<file path="config.mk">
export PLATFORM = sky130hd
export DESIGN_NAME = full_adder
export DESIGN_NICKNAME = d
export VERILOG_FILES = /design/src/rtl/full_adder_pkg.sv /design/src/rtl/full_adder_cell.sv /design/src/rtl/full_adder.sv
export SDC_FILE = /design/constraint.sdc
export NUM_CORES = 1
export LEC_CHECK = 0
export BUFFER_PORTS_ARGS = -buffer_cell sky130_fd_sc_hd__buf_2
export CAP_MARGIN = 20
export CORE_AREA = 2 2 39 41
export DETAILED_ROUTE_END_ITERATION = 10
export DIE_AREA = 0 0 41 43
export SLEW_MARGIN = 10
export SYNTH_ARGS = -nofsm -noshare
export SYNTH_HDL_FRONTEND = slang
export SYNTH_SLANG_ARGS = --single-unit
</file>
<file path="constraint.sdc">
create_clock -name clk -period 1.4 [get_ports clk]
set_clock_uncertainty 0.05 [all_clocks]
set_input_delay 0.21 -clock clk [delete_from_list [all_inputs] [get_ports clk]]
set_output_delay 0.21 -clock clk [all_outputs]
set_load 0.1 [all_outputs]
</file>
<file path="src/rtl/full_adder_pkg.sv">
// rtl/full_adder_pkg.sv - shared constants for the registered ripple-carry adder
//
// Purpose:
//   Width constants shared by full_adder and its bit cell.
//
// Contents:
//   FA_DEFAULT_WIDTH  default operand width (1 bit)
//   FA_MAX_WIDTH      widest supported operand (64 bits)
//   fa_width_ok()     true when a width lies in 1..FA_MAX_WIDTH
package full_adder_pkg;

  localparam int FA_DEFAULT_WIDTH = 1;
  localparam int FA_MAX_WIDTH     = 64;

  function automatic bit fa_width_ok(input int width);
    return (width >= 1) && (width <= FA_MAX_WIDTH);
  endfunction

endpackage

</file>
<file path="src/rtl/full_adder_cell.sv">
// rtl/full_adder_cell.sv - one-bit combinational full adder
//
// Purpose:
//   One bit position of the ripple-carry chain in full_adder.
//
// Ports:
//   a, b  operand bits
//   cin   carry into this bit
//   s     sum bit      (a ^ b ^ cin)
//   cout  carry out    (majority of a, b, cin)
module full_adder_cell (
  input  logic a,
  input  logic b,
  input  logic cin,
  output logic s,
  output logic cout
);

  assign s    = a ^ b ^ cin;
  assign cout = (a & b) | (a & cin) | (b & cin);

endmodule

</file>
<file path="src/rtl/full_adder.sv">
// rtl/full_adder.sv - WIDTH-bit ripple-carry adder with one output register stage
//
// Purpose:
//   Computes {carry_out, sum} = a + b + carry_in through a chain of
//   full_adder_cell instances, and registers the result with a 1-cycle latency.
//   A new operation can be accepted every cycle.
//
// Ports:
//   clk        rising-edge clock
//   rst        synchronous active-high reset; clears all outputs
//   in_valid   a, b, carry_in are sampled on a rising edge when high
//   a, b       WIDTH-bit operands (unsigned; two's complement for overflow)
//   carry_in   carry into bit 0
//   out_valid  high for the single cycle after each accepted operation
//   sum        registered result bits [WIDTH-1:0]
//   carry_out  registered carry out of the MSB
//   overflow   registered signed overflow (carry into MSB ^ carry out of MSB)
module full_adder
  import full_adder_pkg::*;
#(
  parameter int WIDTH = FA_DEFAULT_WIDTH
) (
  input  logic             clk,
  input  logic             rst,
  input  logic             in_valid,
  input  logic [WIDTH-1:0] a,
  input  logic [WIDTH-1:0] b,
  input  logic             carry_in,
  output logic             out_valid,
  output logic [WIDTH-1:0] sum,
  output logic             carry_out,
  output logic             overflow
);

  // carry[i] is the carry into bit i; carry[WIDTH] is the carry out of the MSB.
  logic [WIDTH:0]   carry;
  logic [WIDTH-1:0] sum_comb;
  logic             overflow_comb;

  assign carry[0] = carry_in;

  generate
    for (genvar i = 0; i < WIDTH; i++) begin : g_bit
      full_adder_cell u_cell (
        .a    (a[i]),
        .b    (b[i]),
        .cin  (carry[i]),
        .s    (sum_comb[i]),
        .cout (carry[i+1])
      );
    end
  endgenerate

  // For WIDTH=1 the carry into the MSB is carry_in itself, so this also
  // covers the single-bit case without special handling.
  assign overflow_comb = carry[WIDTH] ^ carry[WIDTH-1];

  // Result registers only load when in_valid is high, so undriven or X
  // operands outside a valid cycle never reach the outputs.
  always_ff @(posedge clk) begin
    if (rst) begin
      out_valid <= 1'b0;
      sum       <= '0;
      carry_out <= 1'b0;
      overflow  <= 1'b0;
    end else begin
      out_valid <= in_valid;
      if (in_valid) begin
        sum       <= sum_comb;
        carry_out <= carry[WIDTH];
        overflow  <= overflow_comb;
      end
    end
  end

endmodule

</file>
==> run_results.csv, run 1 <==
group,metric,value,unit
timing,fin_hold_ws,0.1341,ns
cts,cts_setup_buffers,0,
synth,synthDistinctLibCells,7,
synth,ys_ff_latch,4,
floorplanning,die-height,43,microns
drt,vias,135,
cts,cts_buffers,3,
final_layout,layout_commonest_cell,"buf_2",
floorplanning,core,1384,sq um
drt,wirelength,338,microns
cts,htree_levels,1,
cts,clock_latency,0.23,ns
critical_path,worstSetupEndpointType,"output pin",
global_route,grt_pass1_wl,448,microns
drt,vias_per_cell,3.293,
synth,synth_area,153.9,sq um
floorplanning,ioPinCount,10,
timing,setup_tns,0,ns
global_route,grt_usage,0.05115,
critical_path,worst_path_max_delay_cell,"buf_2",
drt,ant_nets,0,
timing,setup_ws,0.1612,ns
timing,rsz0062_at_grt,"false",
timing,max_slew_margin,0.6769,
critical_path,cp_cell_sequence,"buf_2",
critical_path,crit_family,"buffers and inverters",
cts,cts_sinks,4,
hold_path,hold_class,"in2reg",
synth,avgSynthCellArea,11.84,sq um
placed_design,numPortBuffers,9,
floorplanning,num_rows,14,
final_layout,fin_nets,34,
global_route,gr-total-overflow,0,
global_route,grt_pass1_vias,126,
timing,setup_viol,0,
floorplanning,die-area,1763,sq um
power,max-vdd-ir-drop,0.2549,mV
timing,maxSlewViolCount,0,
global_route,antenna_found_initial,0,
run,maxCapViolCount,0,
global_route,grt_max_degree,6,
floorplanning,die_x,41,microns
final_layout,multi_input_area,73.82,sq um
cts,tritoncts,"built",
cts,cts_root_buf,"clkbuf_4",
timing,timing.final.hold_violations,0,
critical_path,path_class,"reg2out",
critical_path,critPathBufInv,1,
placed_design,place_ws,0.1029,ns
final_layout,utilization,0.1745,
drt,first_pass_iters,2,
final_layout,n_antenna_cell,0,
cts,clk_pin_slew,0.04,ns
final_layout,fillers,162,
synth,ys_warn_count,0,
critical_path,critPathMaxFanout,2,
timing,min_period,1.239,ns
timing,tightest_slew,0.4881,ns
drt,drtIter0Drc,2,
drt,drc,0,
final_layout,area_growth,56.91,%
final_layout,mostFrequentLayoutCells,"buf_2, dfxtp_1, nor2_1, clkbuf_4, mux2i_1",
critical_path,critPathArrivalTime,0.98,ns
power,power_leakage,0.1163,nW
power,p_total,0.3735,mW
placed_design,gp_congestion,0.5478,
cts,hold_buffers,0,
cts,cts_resized,0,
critical_path,cp_data_required_time,1.14,ns
synth,ys_seq_area_frac,0.5203,
critical_path,worst_setup_path_start_kind,"register",
final_layout,register_area,80.08,sq um
power,powerDensity,1547,nW/um^2
synth,postSynthCellCount,13,
timing,fin_crit_sh,0.8849,
drt,post_drt_wl_per_cell,8.244,microns
critical_path,cp_slowest_stage_delay,0.42,ns
synth,synth_nets,20,
cts,cts.path.max_buffers,2,
final_layout,drive_above_1_share,0.4800,
floorplanning,initial_utilization,0.1112,
timing,fmax,0.8072,GHz
outcome,status,"completed",
-- path summary, 6_finish.rpt --
kind	slack [ns]	depth (start not counted)	end	startpoint
setup / recovery	0.16	1	carry_out	carry_out
hold / removal	0.13	2	sum	rst
setup reg to reg	0.70	2	overflow	overflow
hold reg to reg	0.43	2	overflow	overflow
-- area by class of cell --
class | instances | share of cell area
Clock buffer | 3 | 0.09326
Multi-Input combinational cell | 9 | 0.3057
Sequential cell | 4 | 0.3316
Tap cell | 16 | 0.08290
Timing Repair Buffer | 9 | 0.1865
-- report_power, final --
group / internal, mW / switching (mW)
clock: 0.0960 / 0.0487
combinational: 0.0223 / 0.0800
sequential: 0.123 / 0.00329
-- cells in the mapped netlist --
cell / instances / area [sq um]
a211oi_1: 1 / 7.510
dfxtp_1: 4 / 80.08
fa_1: 1 / 20.02
mux2i_1: 2 / 20.02
nor2_1: 3 / 11.26
nor2b_1: 1 / 6.260
xnor2_1: 1 / 8.760
-- flip-flops by register name (all words and copies together) (netlist names) --
register   flops
out_valid      1
sum            1
overflow       1
carry_out      1
-- kinds of logic after synthesis --
| logic type | share of synthesized area |
|---|---|
| flops | 0.5203 |
| mux | 0.1301 |
| compound gates | 0.04880 |
| fa+ha+maj | 0.1301 |
| simple gates | 0.1138 |
| xor+xnor | 0.05692 |
-- layer usage --
layer / up-vias / GRT usage / wire (microns)
li1: 69 / - / -
met1: 59 / 0.03205 / 121
met2: 7 / 0.05313 / 162
met3: 0 / 0.06283 / 53
met4: 0 / 0.08000 / 0
met5: - / 0 / 0
-- metrics by stage --
| stage | cells | instance area, sq um |
|---|---|---|
| 4_1_cts | 41 | 241.5 |
| 2_1_floorplan | 13 | 153.9 |
| 3_5_place_dp | 38 | 219.0 |
| 3_3_place_gp | 38 | 219.0 |
| 6_report | 41 | 241.5 |
| 5_1_grt | 41 | 241.5 |
No activity file was read; power rests on OpenSTA's default activity.
==> run 2: changes to the inputs <==
- CORE_AREA: 2 2 39 41 -> 3 3 40 42
- DIE_AREA: 0 0 41 43 -> 0 0 43 45
- MAX_ROUTING_LAYER: not set -> met4
==> run 2 against run 1 <==
Via count rose by 0.74%. Total power rose by 0.79%. Sequential power barely moved. Setup slack got worse by 0.017 ns. Combinational power barely moved. Global-route usage rose by 0.90 points. Flip-flop and latch count did not move. Die area rose by 9.8%. Largest power group unchanged. Count of clock-buffer cells in the layout did not move. Register-to-register slack barely moved. Clock power barely moved. Core utilization rose by 1.2 points. Critical path type unchanged.
==> run_results.csv, run 2 (synthesized netlist as in run 1, its figures left out) <==
group,metric,value,unit
outcome,status,"completed",
timing,setup_viol,0,
hold_path,hold_class,"in2reg",
critical_path,critPathArrivalTime,1.00,ns
timing,rsz0062_at_grt,"false",
placed_design,numPortBuffers,9,
drt,post_drt_wl_per_cell,9.525,microns
drt,first_pass_iters,4,
critical_path,worst-path-stages,1,
cts,tritoncts,"built",
power,pwr-share-clk,0.391,
critical_path,worst_path_max_delay_cell,"buf_2",
final_layout,area_growth,56.10,%
final_layout,layout_commonest_cell,"buf_2",
cts,cts_sinks,4,
power,max-vdd-ir-drop,0.4079,mV
power,intPower,0.2416,mW
global_route,antenna_found_initial,0,
floorplanning,die-area,1935,sq um
timing,min_period,1.255,ns
final_layout,drive_above_1_share,0.4800,
floorplanning,core,1285,sq um
final_layout,n_antenna_cell,0,
global_route,grt_pass1_vias,169,
drt,drtIter0Drc,3,
critical_path,cp_slowest_stage_delay,0.43,ns
timing,max_slew_margin,0.6791,
cts,clk_pin_slew,0.04,ns
cts,cts_resized,0,
timing,maxSlewViolCount,0,
drt,vias_per_cell,3.400,
run,maxCapViolCount,0,
drt,vias,136,
floorplanning,ioPinCount,10,
cts,htree_levels,1,
final_layout,mostFrequentLayoutCells,"buf_2, dfxtp_1, nor2_1, clkbuf_4, mux2i_1",
critical_path,critPathMaxFanout,2,
power,comb_power_share,0.272,
critical_path,worstSetupEndpointType,"output pin",
critical_path,cp_data_required_time,1.14,ns
final_layout,final_area,240.2,sq um
hold_path,min-delay-start,"rst",
timing,fin_crit_sh,0.8967,
floorplanning,num_rows,13,
placed_design,gp_congestion,0.6465,
hold_path,worstHoldPathCells,2,
critical_path,critPathBufInv,1,
global_route,gr-total-overflow,0,
floorplanning,initial_utilization,0.1198,
drt,drc,0,
timing,fmax,0.7966,GHz
placed_design,placed_area,217.7,sq um
power,p_seq_frac,0.337,
global_route,grt_pass1_wl,724,microns
final_layout,utilization,0.1870,
critical_path,timing.rr.start,"overflow",
power,p_total,0.3765,mW
final_layout,fillers,151,
power,power_switching,0.1349,mW
power,switching_share,0.3584,
power,powerDensity,1567,nW/um^2
power,power_leakage,0.1163,nW
global_route,grt_usage,0.06014,
cts,hold_buffers,0,
cts,clock_latency,0.24,ns
critical_path,rrSetupSlack,0.69,ns
global_route,grt_max_degree,6,
timing,timing.final.hold_violations,0,
hold_path,hold_end,"carry_out",
cts,cts_buffers,3,
critical_path,rr_worst_depth,2,
critical_path,crit_family,"buffers and inverters",
critical_path,reg2reg_to,"overflow",
drt,ant_nets,0,
timing,setup_tns,0,ns
critical_path,path_class,"reg2out",
cts,cts_root_buf,"clkbuf_4",
drt,wirelength,381,microns
timing,tightest_slew,0.4847,ns
cts,cts_setup_buffers,0,
floorplanning,die_x,43,microns
critical_path,worst_setup_path_start_kind,"register",
cts,cts.path.max_buffers,2,
floorplanning,die-height,45,microns
final_layout,fin_nets,34,
critical_path,cp_cell_sequence,"buf_2",
## run 2: cell counts in the layout (fill, tap and decap cells not counted)
No cell type changed its count.
## run 2: power by group through the flow
stage | registers (mW) | clock network (mW) | logic [mW]
2_1_floorplan | 0.191 | 0 | 0.0172
3_3_place_gp | 0.129 | 0 | 0.102
3_5_place_dp | 0.129 | 0 | 0.102
4_1_cts | 0.127 | 0.154 | 0.103
5_1_grt | 0.128 | 0.163 | 0.109
6_report | 0.127 | 0.147 | 0.103
## run 2: metrics by stage
step / cells / hold WS, ns / worst slack [ns]
floorplan: 13 / 0.2316 / 0.06035
global placement: 37 / 0.3841 / 0.1345
detailed placement: 37 / 0.3740 / 0.1327
CTS: 40 / 0.1217 / 0.1353
global route: 40 / 0.1323 / 0.1013
finish: 40 / 0.1329 / 0.1446
## run 2: layout make-up
type / instances / area, sq um / share of cell area
Clock buffer: 3 / 22.52 / 0.09375
Tap cell: 15 / 18.77 / 0.07813
Timing Repair Buffer: 9 / 45.04 / 0.1875
Multi-Input combinational cell: 9 / 73.82 / 0.3073
Sequential cell: 4 / 80.08 / 0.3333
## run 2: worst max path at each step
stage,end,startpoint
2_1_floorplan,overflow,overflow
3_3_place_gp,overflow,a
4_1_cts,carry_out,carry_out
6_report,carry_out,carry_out
3_5_place_dp,overflow,a
5_1_grt,sum,sum
## run 2: per-layer routing
layer	wire length [microns]	GRT usage
met1	170	0.06538
met5	0	-
met3	76	0.07171
met2	134	0.06587
met4	0	0.01807
